`config.mk`:
```
export PLATFORM = sky130hd
export DESIGN_NAME = backend_redirect_gen
export DESIGN_NICKNAME = d
export VERILOG_FILES = /design/src/rtl/backend_redirect_gen_pkg.sv /design/src/rtl/redirect_ds_timer.sv /design/src/rtl/backend_redirect_gen.sv
export SDC_FILE = /design/constraint.sdc
export NUM_CORES = 1
export LEC_CHECK = 0
export CORE_UTILIZATION = 34
export DETAILED_ROUTE_END_ITERATION = 8
export HOLD_SLACK_MARGIN = 0.05
export PLACE_DENSITY_LB_ADDON = 0.15
export SLEW_MARGIN = 10
export SYNTH_ARGS = -nofsm -noshare
export SYNTH_HDL_FRONTEND = slang
export SYNTH_SLANG_ARGS = --single-unit
```
`constraint.sdc`:
```
create_clock -name clk -period 2.6 [get_ports clk]
set_input_delay 0.39 -clock clk [delete_from_list [all_inputs] [get_ports clk]]
set_output_delay 0.39 -clock clk [all_outputs]
set_load 0.005 [all_outputs]
```
`src/rtl/backend_redirect_gen_pkg.sv`:
```
// backend_redirect_gen_pkg: shared types and constants for the backend redirect producer.
package backend_redirect_gen_pkg;
   typedef enum logic [1:0] {IDLE, WAIT_DS, ISSUE} redirect_state_t;
   typedef enum logic {RD_BRANCH, RD_EXC} redirect_kind_t;
   localparam logic [31:0] EXC_VECTOR_PC = 32'hBFC00380;
endpackage

```
`src/rtl/redirect_ds_timer.sv`:
```
// redirect_ds_timer: saturating delay-slot wait counter with clear/enable and terminal flag.
module redirect_ds_timer #(
   parameter int LIMIT = 64,
   parameter int W = $clog2(LIMIT) + 1
) (
   input  logic clk,
   input  logic rst,
   input  logic clr,
   input  logic en,
   output logic term
);
   logic [W-1:0] cnt_q, cnt_d;
   assign term = cnt_q == W'(LIMIT - 1);
   always_comb cnt_d = clr ? '0 : (en && !term) ? cnt_q + 1'b1 : cnt_q;
   always_ff @(posedge clk or negedge rst)
      if (!rst) cnt_q <= '0;
      else cnt_q <= cnt_d;
endmodule

```
`src/rtl/backend_redirect_gen.sv`:
```
// backend_redirect_gen: commit-side BackendRedirect producer with delay-slot hold and flush pulse.
// Optional REDIRECT_PERF_CNT_EN adds per-kind handshake counters.
module backend_redirect_gen
   import backend_redirect_gen_pkg::*;
#(
   parameter int PC_W = 32,
   parameter logic [PC_W-1:0] EXC_VECTOR = PC_W'(EXC_VECTOR_PC),
   parameter int DS_TIMEOUT = 64
) (
   input  logic            clk,
   input  logic            rst,
   input  logic            br_valid,
   input  logic            br_mispredict,
   input  logic [PC_W-1:0] br_target,
   input  logic            ds_same_cycle,
   input  logic            ds_commit,
   input  logic            exc_valid,
   output logic            redirect,
   output logic            valid,
   output logic [PC_W-1:0] redirectPC,
   input  logic            ready,
   output logic            flush_req,
   output logic            ds_timeout_err
`ifdef REDIRECT_PERF_CNT_EN
   ,
   output logic [31:0]     perf_br_redirects,
   output logic [31:0]     perf_exc_redirects
`endif
);
   redirect_state_t state_q, state_d;
   logic [PC_W-1:0] tgt_q, tgt_d, pc_q, pc_d;
   logic valid_q, valid_d, flush_q, flush_d, err_q, err_d;
   logic tmr_clr, tmr_en, tmr_term, timeout;
`ifdef REDIRECT_PERF_CNT_EN
   redirect_kind_t kind_q, kind_d;
   logic [31:0] perf_br_q, perf_br_d, perf_exc_q, perf_exc_d;
`endif

   redirect_ds_timer #(.LIMIT(DS_TIMEOUT)) u_timer (
      .clk (clk),
      .rst (rst),
      .clr (tmr_clr),
      .en  (tmr_en),
      .term(tmr_term)
   );

   always_ff @(posedge clk or negedge rst)
      if (!rst) begin
         state_q <= IDLE;
         tgt_q   <= '0;
         pc_q    <= '0;
         valid_q <= 1'b0;
         flush_q <= 1'b0;
         err_q   <= 1'b0;
`ifdef REDIRECT_PERF_CNT_EN
         kind_q     <= RD_BRANCH;
         perf_br_q  <= '0;
         perf_exc_q <= '0;
`endif
      end else begin
         state_q <= state_d;
         tgt_q   <= tgt_d;
         pc_q    <= pc_d;
         valid_q <= valid_d;
         flush_q <= flush_d;
         err_q   <= err_d;
`ifdef REDIRECT_PERF_CNT_EN
         kind_q     <= kind_d;
         perf_br_q  <= perf_br_d;
         perf_exc_q <= perf_exc_d;
`endif
      end

   // Exceptions always override a held branch target, in IDLE and in the delay slot.
   always_comb begin
      state_d = state_q;
      tgt_d   = tgt_q;
      tmr_clr = 1'b0;
      tmr_en  = 1'b0;
      timeout = 1'b0;
`ifdef REDIRECT_PERF_CNT_EN
      kind_d  = kind_q;
`endif
      case (state_q)
         IDLE:
            if (exc_valid) begin
               tgt_d   = EXC_VECTOR;
               state_d = ISSUE;
`ifdef REDIRECT_PERF_CNT_EN
               kind_d  = RD_EXC;
`endif
            end else if (br_valid && br_mispredict) begin
               tgt_d   = br_target;
               tmr_clr = 1'b1;
               state_d = ds_same_cycle ? ISSUE : WAIT_DS;
`ifdef REDIRECT_PERF_CNT_EN
               kind_d  = RD_BRANCH;
`endif
            end
         WAIT_DS:
            if (exc_valid) begin
               tgt_d   = EXC_VECTOR;
               state_d = ISSUE;
`ifdef REDIRECT_PERF_CNT_EN
               kind_d  = RD_EXC;
`endif
            end else if (ds_commit) state_d = ISSUE;
            else if (tmr_term) begin
               timeout = 1'b1;
               state_d = ISSUE;
            end else tmr_en = 1'b1;
         ISSUE:
            if (ready) state_d = IDLE;
         default: state_d = IDLE;
      endcase
   end

   always_comb begin
      valid_d = state_d == ISSUE;
      pc_d    = (state_q != ISSUE && state_d == ISSUE) ? tgt_d : pc_q;
      flush_d = state_q == ISSUE && ready;
      err_d   = err_q | timeout;
`ifdef REDIRECT_PERF_CNT_EN
      perf_br_d  = perf_br_q + 32'((flush_d && kind_q == RD_BRANCH) ? 1 : 0);
      perf_exc_d = perf_exc_q + 32'((flush_d && kind_q == RD_EXC) ? 1 : 0);
`endif
   end

   assign redirect       = valid_q;
   assign valid          = valid_q;
   assign redirectPC     = pc_q;
   assign flush_req      = flush_q;
   assign ds_timeout_err = err_q;
`ifdef REDIRECT_PERF_CNT_EN
   assign perf_br_redirects  = perf_br_q;
   assign perf_exc_redirects = perf_exc_q;
`endif
endmodule

```
Word level (Yosys, flattened, before mapping) --
Cells that the tools add are included. W data, S select, Z words.
Cells by class: $add $sub $neg 1, bitwise logic cells 1, mux-type cells 25, equality and inequality tests 5, reductions and logical operators 7
Operators with widths (count):
- $mux W32 | 3
- $pmux W32 S2 | 1
- $mux W2 | 7
- $mux W7 | 2
- $mux W1 | 11
- $add A7 B1 Y7 const B | 1
- $eq A7 B6 Y1 const B | 1
- $pmux W2 S3 | 1
- $eq A2 B2 Y1 const B | 2
- $logic_and A1 B1 Y1 | 4
- $eq A2 B1 Y1 const B | 1
- $logic_not A2 Y1 | 1
- $ne A2 B2 Y1 const B | 1
- $reduce_bool A2 Y1 | 1
- $logic_not A1 Y1 | 1
- $or A1 B1 Y1 | 1
Word-level totals: output and inout port bits 36, input port bits 40, word-level logic and storage cells 46, register bits 76

Depth between registers and ports, before layout --
depth in word-level cells 8, gate-level depth with buffers 7, depth with buffers taken out 5

Modules after synthesis --
Synthesis repeated with hierarchy kept, for this count alone.
Unflattened totals: cells, all modules 280, area, all modules 3374.5 sq um
By module, submodules not included:
- backend_redirect_gen | times used 1, cells each 238, area an instance 2954.1 sq um, seq. area each 1726.7 sq um
- redirect_ds_timer | times used 1, cells each 42, area an instance 420.4 sq um, seq. area each 175.2 sq um

Worst setup path after synthesis --
OpenSTA, ideal clock, no wires.
path type reg2reg, from register u_timer.cnt_q[0], to register pc_q[10], in the netlist redirectPC[10], slack 0.741 ns, path buffers 2, required time 2.475 ns, arrival time 1.734 ns, cell stages (with the launch flop) 8, clock period less this slack 1.859 ns, library setup time 0.125 ns, cells stage by stage dfrtp_1 -> ha_1 -> and4_2 -> nand2_1 -> a221o_1 -> buf_2 -> buf_2 -> mux2_2
Between the ends: word-level cells in the longest chain between the ends 7
Ends and longest elaborated chain:
- from (decl) | RTL line redirect_ds_timer.sv:12 | logic [W-1:0] cnt_q, cnt_d;
- from (signal assigned) | RTL line redirect_ds_timer.sv:17 | else cnt_q <= cnt_d;
- $eq A7 B6 Y1 | RTL line redirect_ds_timer.sv:13 | assign term = cnt_q == W'(LIMIT - 1);
- $mux W2 | RTL line backend_redirect_gen.sv:108 | else if (tmr_term) begin
- $mux W2 | RTL line backend_redirect_gen.sv:107 | end else if (ds_commit) state_d = ISSUE;
- $mux W2 | RTL line backend_redirect_gen.sv:101 | if (exc_valid) begin
- $pmux W2 S3 | RTL line backend_redirect_gen.sv:84 | case (state_q)
- $eq A2 B2 Y1 | RTL line backend_redirect_gen.sv:120 | pc_d = (state_q != ISSUE && state_d == ISSUE) ? tgt_d : pc_q;
- $logic_and A1 B1 Y1 | RTL line backend_redirect_gen.sv:120
- to (signal assigned) | RTL line backend_redirect_gen.sv:63 | pc_q <= pc_d;
- to (decl) | RTL line backend_redirect_gen.sv:31 | logic [PC_W-1:0] tgt_q, tgt_d, pc_q, pc_d;
Every way passes these cells. A chain may end at the register's enable or synchronous reset.

Final worst setup path --
from input port exc_valid, to register u_timer.cnt_q[5]
Between the ends: word-level cells in the longest chain between the ends 4, elaborated cells between the ends (all ways) 7, those cells by class mux (5); reduce/logical (2)
Ends and longest elaborated chain:
- from (decl) | RTL line backend_redirect_gen.sv:17 | input logic exc_valid,
- $mux W1 | RTL line backend_redirect_gen.sv:101
- $mux W1 | RTL line backend_redirect_gen.sv:84
- $logic_and A1 B1 Y1 | RTL line redirect_ds_timer.sv:14 | always_comb cnt_d = clr ? '0 : (en && !term) ? cnt_q + 1'b1 : cnt_q;
- $reduce_bool A2 Y1 (no line)
Several ways; a longest one is shown, not always the timed one.

==> flow_metrics.py <==
metrics = {
    "timing": {
        "hold_viol_final": 0,
        "drv_slew": 0,
        "skew_ns": 0.00911,
        "worst_pin_slew_ns": 0.831,
        "setup_viol": 0,
        "slew-limit-headroom_pct": 44.6,
        "max_freq_mhz": 481,
        "rsz0062_at_grt": "false",
        "fin_crit_sh_pct": 79.9,
        "period_needed_ns": 2.08,
        "tns_ns": 0,
    },
    "logic_synthesis": {
        "synthTopCellsByArea": "dfrtp_1, a22o_1, mux2_2",
        "netlist_area_um2": 3230,
        "synth_area_per_cell_um2": 12.8,
        "ys_ff_latch": 76,
        "ys_seq_area_share_pct": 58.9,
        "synthMuxAreaShare_pct": 11.3,
        "syn_nets": 293,
        "synth_fa_ha_area_share_pct": 0.387,
        "yosys.area.top_type": "dfrtp_1",
        "synth_compound_area_share_pct": 19.2,
        "synthDistinctLibCells": 35,
        "yosysTopAreaCellShare_pct": 58.9,
        "syn_inst": 252,
        "synthArstFlopShare_pct": 100,
        "synthXorXnorAreaFrac_pct": 0.271,
        "synth_top_family_by_area": "compound AO/OA/AOI/OAI gates",
        "synth_flop_cell": "dfrtp_1",
        "synth-simple-area-share_pct": 5.31,
        "yosys_warnings": 0,
        "synth_edf_count": 0,
    },
    "layout": {
        "syn2layout_area_growth_pct": 34.2,
        "final_cell_mix": "dfrtp_1, clkdlybuf4s50_1, a22o_1",
        "drive_above_1_share_pct": 14.2,
        "post-route-util_pct": 46.9,
        "stdcell_count": 459,
        "nNetsFinal": 367,
        "antenna_cells": 0,
        "layout_commonest_cell": "dfrtp_1",
    },
    "worst_setup_path": {
        "cpPeakStageDelay_ns": 0.55,
        "path_class": "input pin to flip-flop",
        "startpoint_type": "input pin",
        "cp_max_fo": 10,
        "cp_cell_sequence": "clkdlybuf4s50_1 > nor4b_4 > a21bo_1 > or4_1 > a21oi_1",
        "critPathCaptureType": "flip-flop",
        "slowest_stage": "clkdlybuf4s50_1",
        "timing.rr.start": "u_timer.cnt_q[0]",
        "rrSetupSlack_ns": 0.54,
        "worst_path_dominant_cell_family": "simple AND/OR/NAND/NOR gates",
        "timing.rr.end": "redirectPC[18]",
        "worstPathRequired_ns": 2.85,
        "cp.arrival_ns": 2.33,
        "crit_buf_inv": 1,
        "ff2ff_path_depth": 6,
        "startpoint": "exc_valid",
    },
    "floorplanning": {
        "io_pins": 76,
        "rows": 35,
        "coreArea_um2": 9240,
        "initial_core_util_pct": 34.9,
        "die_height_um": 99.5,
        "die_area_um2": 9890,
        "die_w_um": 99.5,
    },
    "grt": {
        "grt_max_degree": 45,
        "grtUsageMet1_pct": 20.5,
        "grtUsageTotal_pct": 15.4,
        "grt.busiest_layer": "met2",
        "antenna_found_initial": 0,
        "grt-ovfl-total": 0,
        "grt_pass1_wl_um": 11800,
        "grtUsageMet2_pct": 25.0,
        "use_met3_pct": 3.16,
        "grt_pass1_vias": 2313,
    },
    "cts": {
        "clk_pin_slew_ns": 0.07,
        "clockBufferDepth": 2,
        "root_buffer": "clkbuf_8",
        "worstSkewPairLatency_ns": 0.33,
        "cts_post_setup_buffers_inserted": 0,
        "cts_tree": "built",
        "cts.repair.resized": 0,
        "cts_buffers": 9,
        "cts_sinks": 76,
        "htreeDepth": 3,
    },
    "routing": {
        "avgViaCountPerCell": 4.97,
        "drc": 0,
        "antenna_left": 0,
        "num_vias": 2281,
        "routed_wl_um": 7110,
        "routedWlPerCell_um": 15.5,
        "drt-initial-drc-count": 94,
        "drt_first_pass_iters": 4,
    },
    "place": {
        "gp_congestion": 0.679,
        "dp_cells": 443,
        "numPortBuffers": 75,
        "dpl.hpwl_um": 4490,
    },
    "power_and_ir_drop": {
        "p_leak_nw": 1.97,
        "total_power_mw": 3.24,
        "powerDensity_nw_per_um2": 747,
        "ir_drop_uv": 297,
    },
    "hold_path": {
        "min_from": "ds_timeout_err",
        "hp-class": "flip-flop to flip-flop",
        "whs_path_depth": 1,
        "hold_end": "ds_timeout_err",
    },
    "outcome": {
        "status": "finished clean",
    },
    "job": {
        "cap_violations": 0,
    },
}
## power by group
group / internal [mW] / switching (mW) / leakage [nW]
combinational: 0.477 / 0.298 / 0.941
clock: 0.533 / 0.417 / 0.102
sequential: 1.39 / 0.123 / 0.930
## what timing repair did
item | in CTS | in global routing
setup endpoints to repair | 0 | 0
hold buffers | 1 | 0
endpoints found under the hold margin | 32 | 0
## per-stage QoR
stage | area, um2 | hold WS [ns] | setup WS [ns]
CTS | 4330 | 0.494 | 0.526
detailed placement | 4120 | 0.377 | 0.170
global placement | 4120 | 0.371 | 0.213
floorplan | 3230 | 0.0944 | 0.741
finish | 4330 | 0.490 | 0.522
global route | 4330 | 0.511 | 0.372
## area by class of cell
type                    count  area, um2
clock inverters             5       77.6
multi-input cells         142       1180
well taps                 129        161
repair buffers             82        828
fillers                   872       4910
clock buffers              10        128
flip-flops and latches     76       1900
inverters                  15       56.3
## layer usage
layer / wire (um) / vias up
li1: - / 1085
met1: 3260 / 1144
met2: 3510 / 43
met3: 249 / 9
met4: 93 / 0
met5: 0 / -
## registers in the layout (all words and copies together) (netlist names)
register,cells
ds_timeout_err,1
flush_req,1
redirect,1
redirectPC,32
state_q,2
tgt_q,32
u_timer.cnt_q,7
## synthesized netlist by cell type, drive strengths merged, types with 4 or more instances
cell / n
nand2: 7
nand3: 4
buf: 9
a22o: 39
mux2: 20
clkbuf: 10
nor2: 7
inv: 15
dfrtp: 76
o22ai: 12
o22a: 12
mux2i: 14
## kinds of logic (layout without fill, tap and decap cells)
group,Yosys count,after routing
buffers and inverters,34,112
adders and majority gates,1,1
AOI/OAI and AO/OA,76,76
muxes,34,34
and+or+nand+nor,30,30
xor gates and xnor gates,1,1
DFF,76,76
## worst max path at each step
stage | endpoint | slack [ns] | cells after the start
3_3_place_gp | tgt_q[29] | 0.21 | 6
2_1_floorplan | redirectPC[10] | 0.74 | 7
4_1_cts | redirectPC[11] | 0.53 | 6
5_1_grt | tgt_q[25] | 0.37 | 6
3_5_place_dp | tgt_q[7] | 0.17 | 6
6_report | u_timer.cnt_q[5] | 0.52 | 5
(Power assumes the default switching activity.)
